File: src/rtl/exp2_pkg.sv
// Shared definitions for the sequential power-of-two decoder.
//   state_t   : decoder FSM states (IDLE / SHIFT / DONE)
//   WIDTH_DEF : default one-hot output width
//   PW_DEF    : default power input width
package exp2_pkg;

   typedef enum logic [1:0] {
      IDLE  = 2'd0,
      SHIFT = 2'd1,
      DONE  = 2'd2
   } state_t;

   localparam int unsigned WIDTH_DEF = 8;
   localparam int unsigned PW_DEF    = 3;

endpackage

File: src/rtl/exp2_seq_if.sv
// Handshake bundle for exp2_seq.
//   in_valid/in_ready/power           : request channel (master -> slave)
//   out_valid/out_ready/value/range_err : result channel (slave -> master)
//   busy                              : slave status, high while a decode is in flight
// modport master : the producer/consumer side (bench or upstream logic)
// modport slave  : the decoder side
interface exp2_seq_if
   import exp2_pkg::*;
#(
   parameter int unsigned WIDTH = WIDTH_DEF,
   parameter int unsigned PW    = PW_DEF
) ();

   logic             in_valid;
   logic             in_ready;
   logic [PW-1:0]    power;
   logic             out_valid;
   logic             out_ready;
   logic [WIDTH-1:0] value;
   logic             range_err;
   logic             busy;

   modport master (
      output in_valid, power, out_ready,
      input  in_ready, out_valid, value, range_err, busy
   );

   modport slave (
      input  in_valid, power, out_ready,
      output in_ready, out_valid, value, range_err, busy
   );

endinterface

File: src/rtl/exp2_seq.sv
// Sequential power-of-two decoder: accepts a PW-bit exponent and produces the
// WIDTH-bit one-hot value 2^power, built by one left shift per clock.
// Ports:
//   clk   : system clock, rising edge
//   rst_n : asynchronous reset, active-low
//   bus   : exp2_seq_if.slave (in_valid/in_ready/power, out_valid/out_ready/
//           value/range_err, busy)
// Powers >= WIDTH complete immediately with value=0 and range_err=1.
module exp2_seq
   import exp2_pkg::*;
#(
   parameter int unsigned WIDTH = WIDTH_DEF,
   parameter int unsigned PW    = PW_DEF
) (
   input logic       clk,
   input logic       rst_n,
   exp2_seq_if.slave bus
);

   state_t           state, state_nxt;
   logic [WIDTH-1:0] value_q;
   logic [PW-1:0]    cnt;
   logic             range_err_q;
   logic             power_oor;
   logic             accept;

   assign power_oor = 32'(bus.power) >= WIDTH;
   assign accept    = (state == IDLE) && bus.in_valid;

   // State register
   always_ff @(posedge clk or negedge rst_n) begin
      if (!rst_n) begin
         state <= IDLE;
      end else begin
         state <= state_nxt;
      end
   end

   // Next-state logic
   always_comb begin
      state_nxt = state;
      unique case (state)
         IDLE: begin
            if (bus.in_valid) begin
               if (power_oor || (bus.power == '0)) state_nxt = DONE;
               else                                state_nxt = SHIFT;
            end
         end
         SHIFT: begin
            // cnt==1 here means the shift on this edge is the last one
            if (cnt == PW'(1)) state_nxt = DONE;
         end
         DONE: begin
            if (bus.out_ready) state_nxt = IDLE;
         end
         default: state_nxt = IDLE;
      endcase
   end

   // Shift register, down-counter and error flag
   always_ff @(posedge clk or negedge rst_n) begin
      if (!rst_n) begin
         value_q     <= '0;
         cnt         <= '0;
         range_err_q <= 1'b0;
      end else if (accept) begin
         if (power_oor) begin
            value_q     <= '0;
            cnt         <= '0;
            range_err_q <= 1'b1;
         end else begin
            value_q     <= WIDTH'(1);
            cnt         <= bus.power;
            range_err_q <= 1'b0;
         end
      end else if (state == SHIFT) begin
         value_q <= value_q << 1;
         cnt     <= cnt - PW'(1);
      end
   end

   // Output logic
   always_comb begin
      bus.in_ready  = (state == IDLE);
      bus.out_valid = (state == DONE);
      bus.busy      = (state == SHIFT) || (state == DONE);
      bus.value     = value_q;
      bus.range_err = range_err_q;
   end

endmodule

File: src/flat_wrapper.sv
// flat-port wrapper written by rule: the top's interface ports become plain ports
module exp2_seq_flat import exp2_pkg::*;
#(
   parameter int unsigned WIDTH = WIDTH_DEF,
   parameter int unsigned PW    = PW_DEF
)
  (clk, rst_n, bus_in_valid, bus_power, bus_out_ready, bus_in_ready, bus_out_valid, bus_value, bus_range_err, bus_busy);
  exp2_seq_if #(.WIDTH(WIDTH), .PW(PW)) bus_i ();
  input logic clk;
  input logic rst_n;
  input wire logic [$bits(bus_i.in_valid)-1:0] bus_in_valid;
  input wire logic [$bits(bus_i.power)-1:0] bus_power;
  input wire logic [$bits(bus_i.out_ready)-1:0] bus_out_ready;
  output wire logic [$bits(bus_i.in_ready)-1:0] bus_in_ready;
  output wire logic [$bits(bus_i.out_valid)-1:0] bus_out_valid;
  output wire logic [$bits(bus_i.value)-1:0] bus_value;
  output wire logic [$bits(bus_i.range_err)-1:0] bus_range_err;
  output wire logic [$bits(bus_i.busy)-1:0] bus_busy;
  assign bus_i.in_valid = bus_in_valid;
  assign bus_i.power = bus_power;
  assign bus_i.out_ready = bus_out_ready;
  assign bus_in_ready = bus_i.in_ready;
  assign bus_out_valid = bus_i.out_valid;
  assign bus_value = bus_i.value;
  assign bus_range_err = bus_i.range_err;
  assign bus_busy = bus_i.busy;
  exp2_seq #(.WIDTH(WIDTH), .PW(PW)) u_core (.clk(clk), .rst_n(rst_n), .bus(bus_i));
endmodule
File: config.mk
export PLATFORM = sky130hd
export DESIGN_NAME = exp2_seq_flat
export DESIGN_NICKNAME = d
export VERILOG_FILES = /design/src/rtl/exp2_pkg.sv /design/src/rtl/exp2_seq_if.sv /design/src/rtl/exp2_seq.sv /design/src/flat_wrapper.sv
export SDC_FILE = /design/constraint.sdc
export NUM_CORES = 1
export LEC_CHECK = 0
export CAP_MARGIN = 25
export CORE_UTILIZATION = 49
export DETAILED_ROUTE_END_ITERATION = 10
export GPL_TIMING_DRIVEN = 0
export HOLD_SLACK_MARGIN = 0.02
export PLACE_DENSITY = 0.84
export SETUP_SLACK_MARGIN = 0.2
export SLEW_MARGIN = 20
export SYNTH_ARGS = -nofsm -noshare
export SYNTH_HDL_FRONTEND = slang
export SYNTH_SLANG_ARGS = --single-unit
File: constraint.sdc
create_clock -name clk -period 4.11 [get_ports clk]
set_clock_uncertainty 0.05 [all_clocks]
set_input_delay 0.822 -clock clk [delete_from_list [all_inputs] [get_ports clk]]
set_output_delay 0.822 -clock clk [all_outputs]
set_load 0.005 [all_outputs]
Word-level counts from Yosys, hierarchy flattened
Cells that the tools add are included.

Bits in registers: 13. Input bits: 7. Word-level logic and storage cells: 25.

Add/sub/neg operators: 1. Equal/unequal tests: 6. Multiplexer cells: 9. Reductions and logical operators: 6.

Operators with widths (count): two-way mux 8 bit (2); two-way mux 2 bit (4); two-way mux 3 bit (2); one-hot mux 2 bit (3 select lines) (1); inequality test 2 bit (second input constant) (2); equality test 3 x 1 -> 1 bit (second input constant) (1); logical NOT 3 bit (1); AND reduction 3 bit (1); subtractor 3 x 1 -> 3 bit (second input constant) (1); equality test 2 x 1 -> 1 bit (second input constant) (1); equality test 2 bit (second input constant) (1); logical NOT 2 bit (1); inequality test 2 x 1 -> 1 bit (second input constant) (1); nonzero test 2 bit (1); logical AND 1 bit (1); logical OR 1 bit (1).

Depth between registers and ports, before layout
Depth after elaboration: 4. Gate-level depth with buffers: 6. Gate-level depth less buffers: 5.

Worst setup path before layout
Ideal clock, no wire load.

Path kind: input port to flip-flop. Start: input port bus_in_valid. End: register u_core.state[0]. Arrival: 1473 ps. Setup slack: 2507 ps. Stages: 3. Path through: inv_1 a222oi_1 mux2i_1.

Longest elaborated chain between the ends: 2.

Ends and longest elaborated chain: from (decl) (RTL line flat_wrapper.sv:11) `input wire logic [$bits(bus_i.in_valid)-1:0] bus_in_valid;`; inequality test 2 bit (no source line); AND reduction 3 bit (no source line); to (signal assigned) (RTL line exp2_seq.sv:35) `state <= state_nxt;`; to (decl) (RTL line exp2_seq.sv:20) `state_t state, state_nxt;`.

Every way passes these cells. A chain may end at the register's enable or synchronous reset.

Worst setup path in the final report
Start: register u_core.state[1]. End: output port bus_busy.

Longest elaborated chain between the ends: 2.

Ends and longest elaborated chain: equality test 2 x 1 -> 1 bit or equality test 2 bit (tied branches) (RTL line exp2_seq.sv:86) `bus.busy = (state == SHIFT) || (state == DONE);`; logical OR 1 bit * (RTL line exp2_seq.sv:86); to (decl) (RTL line flat_wrapper.sv:18) `output wire logic [$bits(bus_i.busy)-1:0] bus_busy;`.

Every way passes the cells marked *; elsewhere a longest branch is shown, timed or not.

==> results.tsv <==
metric	value	unit
status	complete, no violations	
number of buffers created by CTS	3	
Slowest Stage Delay on Critical Path	490	ps
total detailed-routing wirelength	1180	um
fin worst setup slack	1740	ps
wire length of the first global-routing pass	1890	um
peak supply drop	0.326	mV
proportion of power drawn by flip-flops and latches	34.8	%
leakage power	0.436	nW
count of cells resized by post-cts repair	0	
Seq. cell area	325	um^2
horizontal die dimension	39.3	um
power consumption	0.612	mW
Setup Buffers After CTS	0	
final standard cell area without fillers	896	um^2
sequential fraction of the synthesis area	47.8	%
actual slew at the worst max-slew pin	559	ps
Buf+Inv Stages, Crit Path	2	
number of cells in the design after placement	95	
data required time at the worst endpoint	3240	ps
worst path arrival time	1500	ps
net count after synthesis	76	
Setup-failing EPs final	0	
GRT Residual Overflow	0	
class of the most critical setup path	register to output pin	
ordered list of cells on the worst path	inv_1 > ha_1 > clkdlybuf4s50_1	
root buf cell	sky130_fd_sc_hd__clkbuf_4	
clock period minus worst slack	2370	ps
maximum number of pins on one net before global-route repair	14	
Final period util	57.6	%
Non-Filler Instances	99	
warning count from the yosys run	0	
number of top-level design ports	19	
top achievable clock speed	422	MHz
drt first pass iters	4	
antenna violations before repair	0	
buffers from clock root to sink, at most	2	
number of maximum-capacitance constraint violations	0	
combined area of the multi-input logic cells	309	um^2
leading cell type in the layout, fill and taps excluded	sky130_fd_sc_hd__clkdlybuf4s50_1	
layout cell share with drive strength beyond 1	9.52	%
clock latency reported for the late side of the worst-skew pair	260	ps
Yosys reg bits	13	
cell class contributing the biggest share of worst-path delay	buffers and inverters	
largest driver fanout on the critical path	3	
Die ar.	1540	um^2
Hold/Removal Path Class	register to register	
level count of the clock H-tree	1	
Critical Path Source Type	register	
Unique masters post-synth	20	
Avg Cell Area, Syn	10.8	um^2
drt first-iter violations	4	
vias post-DR	495	
relative contribution of the clock network to total power	12.2	%
IO Port Bufs	17	
area share of the largest cell type after synthesis	47.8	%
routed length per instance	11.9	um
total clock sinks	13	
total of hold buffers inserted after clock tree synthesis	0	
DP HPWL	922	um
number of antenna diodes	0	
combinational cell fraction of total power	53.1	%
number of nets with antenna violations after routing	0	
area leader, netlist	sky130_fd_sc_hd__dfrtp_1	
Worst-path clk slew	70	ps
num rows	13	
largest cells by area after synthesis	sky130_fd_sc_hd__dfrtp_1 (48%), sky130_fd_sc_hd__mux2i_1 (13%), sky130_fd_sc_hd__ha_1 (11%), sky130_fd_sc_hd__inv_1 (3.9%), sky130_fd_sc_hd__nor2_1 (3.9%)	
fill cell count	105	
pins over their slew limit	0	
Netlist Area Pre-Place	681	um^2
commonest cells after routing, fill and taps aside	sky130_fd_sc_hd__clkdlybuf4s50_1 (17), sky130_fd_sc_hd__dfrtp_1 (13), sky130_fd_sc_hd__mux2i_1 (9)	
total count of hold-check failures in the final report	0	
detailed-route DRC error count	0	
Int Power	0.402	mW
Syn Inst Count	63	
Rel. slew slack	62.6	%
global router's overall resource usage	19.1	%
number of global-route vias before repair	469	
type of destination of the critical path	output pin	
power density of the placed cells	683	nW/um^2
DIE HEIGHT	39.3	um
worst slack, placed	1960	ps
unrepaired setup endpoints after global routing	no	
core area	1300	um^2
Critical-path top delay cell	sky130_fd_sc_hd__clkdlybuf4s50_1	
Setup TNS	0	ps
area added between synthesis and finish	31.6	%
RePlAce Congestion	0.672	
clock tree from TritonCTS	built	
total cell area at the placement stage	870	um^2
Initial Util	52.3	%
total net switching power	0.210	mW
switching share of power	34.3	%
total number of nets in the final design	98	
via density per instance	5.00	
per-layer routing:
metal	global-route usage (%)	vias to the layer above	wire [um]
met1	22.9	234	539
met2	30.8	14	574
met4	12.9	0	10
met3	3.41	2	54
met5	0	-	0
li1	-	245	-
power by group through the flow:
stage | Sequential (mW) | Clock, mW | Combinational, mW
floorplan | 0.211 | 0 | 0.198
global placement | 0.212 | 0 | 0.319
detailed placement | 0.216 | 0 | 0.329
CTS | 0.213 | 0.0776 | 0.331
global route | 0.220 | 0.0851 | 0.363
finish | 0.213 | 0.0744 | 0.325
kinds of logic (layout without fill, tap and decap cells):
logic type,after synthesis,in the layout,synth area share (%)
buffers and inverters,10,31,6.80
muxes,10,10,14.9
and+or+nand+nor,15,15,9.74
adders and majority gates,6,6,11.0
xor gates and xnor gates,2,2,2.57
AOI/OAI and AO/OA,6,6,6.62
DFF,13,13,47.8
other,1,1,0.551
final cells by class:
class | instances | share of cell area, %
Buffer | 3 | 2.23
Sequential cell | 13 | 36.3
Clock buffer | 4 | 2.93
Tap cell | 15 | 2.09
Inverter | 7 | 2.93
Multi-Input combinational cell | 40 | 34.5
Timing Repair Buffer | 17 | 19.0
registers in the layout (all words and copies together), names as in the netlist:
signal and cells:
u_core.state 2, u_core.bus.value 8, u_core.cnt 3
final timing paths:
path	start	end	slack (ps)	cells after the start
setup / recovery	u_core.state[1]$_DFFE_PN0P_	bus_busy	1740	3
hold reg to reg	u_core.bus.value[0]$_DFFE_PN0P_	u_core.bus.value[0]$_DFFE_PN0P_	490	1
min in group asynchronous	rst_n	u_core.bus.value[2]$_DFFE_PN0P_	870	1
setup reg to reg	u_core.state[0]$_DFFE_PN0P_	u_core.state[0]$_DFFE_PN0P_	2650	4
hold / removal	u_core.bus.value[0]$_DFFE_PN0P_	u_core.bus.value[0]$_DFFE_PN0P_	490	1
max in group asynchronous	rst_n	u_core.state[1]$_DFFE_PN0P_	2780	1
cells in the mapped netlist:
cell / instances
sky130_fd_sc_hd__nor2_1: 7
sky130_fd_sc_hd__nor3_1: 1
sky130_fd_sc_hd__dfrtp_1: 13
sky130_fd_sc_hd__a222oi_1: 1
sky130_fd_sc_hd__and2_2: 1
sky130_fd_sc_hd__conb_1: 1
sky130_fd_sc_hd__buf_4: 2
sky130_fd_sc_hd__xnor2_1: 1
sky130_fd_sc_hd__o21ai_0: 2
sky130_fd_sc_hd__nand2_1: 4
sky130_fd_sc_hd__ha_1: 6
sky130_fd_sc_hd__a2bb2oi_1: 1
sky130_fd_sc_hd__mux2i_1: 9
sky130_fd_sc_hd__inv_1: 7
sky130_fd_sc_hd__mux2_2: 1
sky130_fd_sc_hd__nand2b_1: 2
sky130_fd_sc_hd__a21o_1: 1
sky130_fd_sc_hd__buf_2: 1
sky130_fd_sc_hd__a221oi_1: 1
sky130_fd_sc_hd__xor2_1: 1
stage by stage:
step	hold slack (ps)	utilization, %
after CTS	498	68.8
after floorplan	445	-
after global routing	513	68.8
final	493	68.8
after detailed placement	466	66.8
after global placement	444	66.8
(Power assumes the default switching activity.)
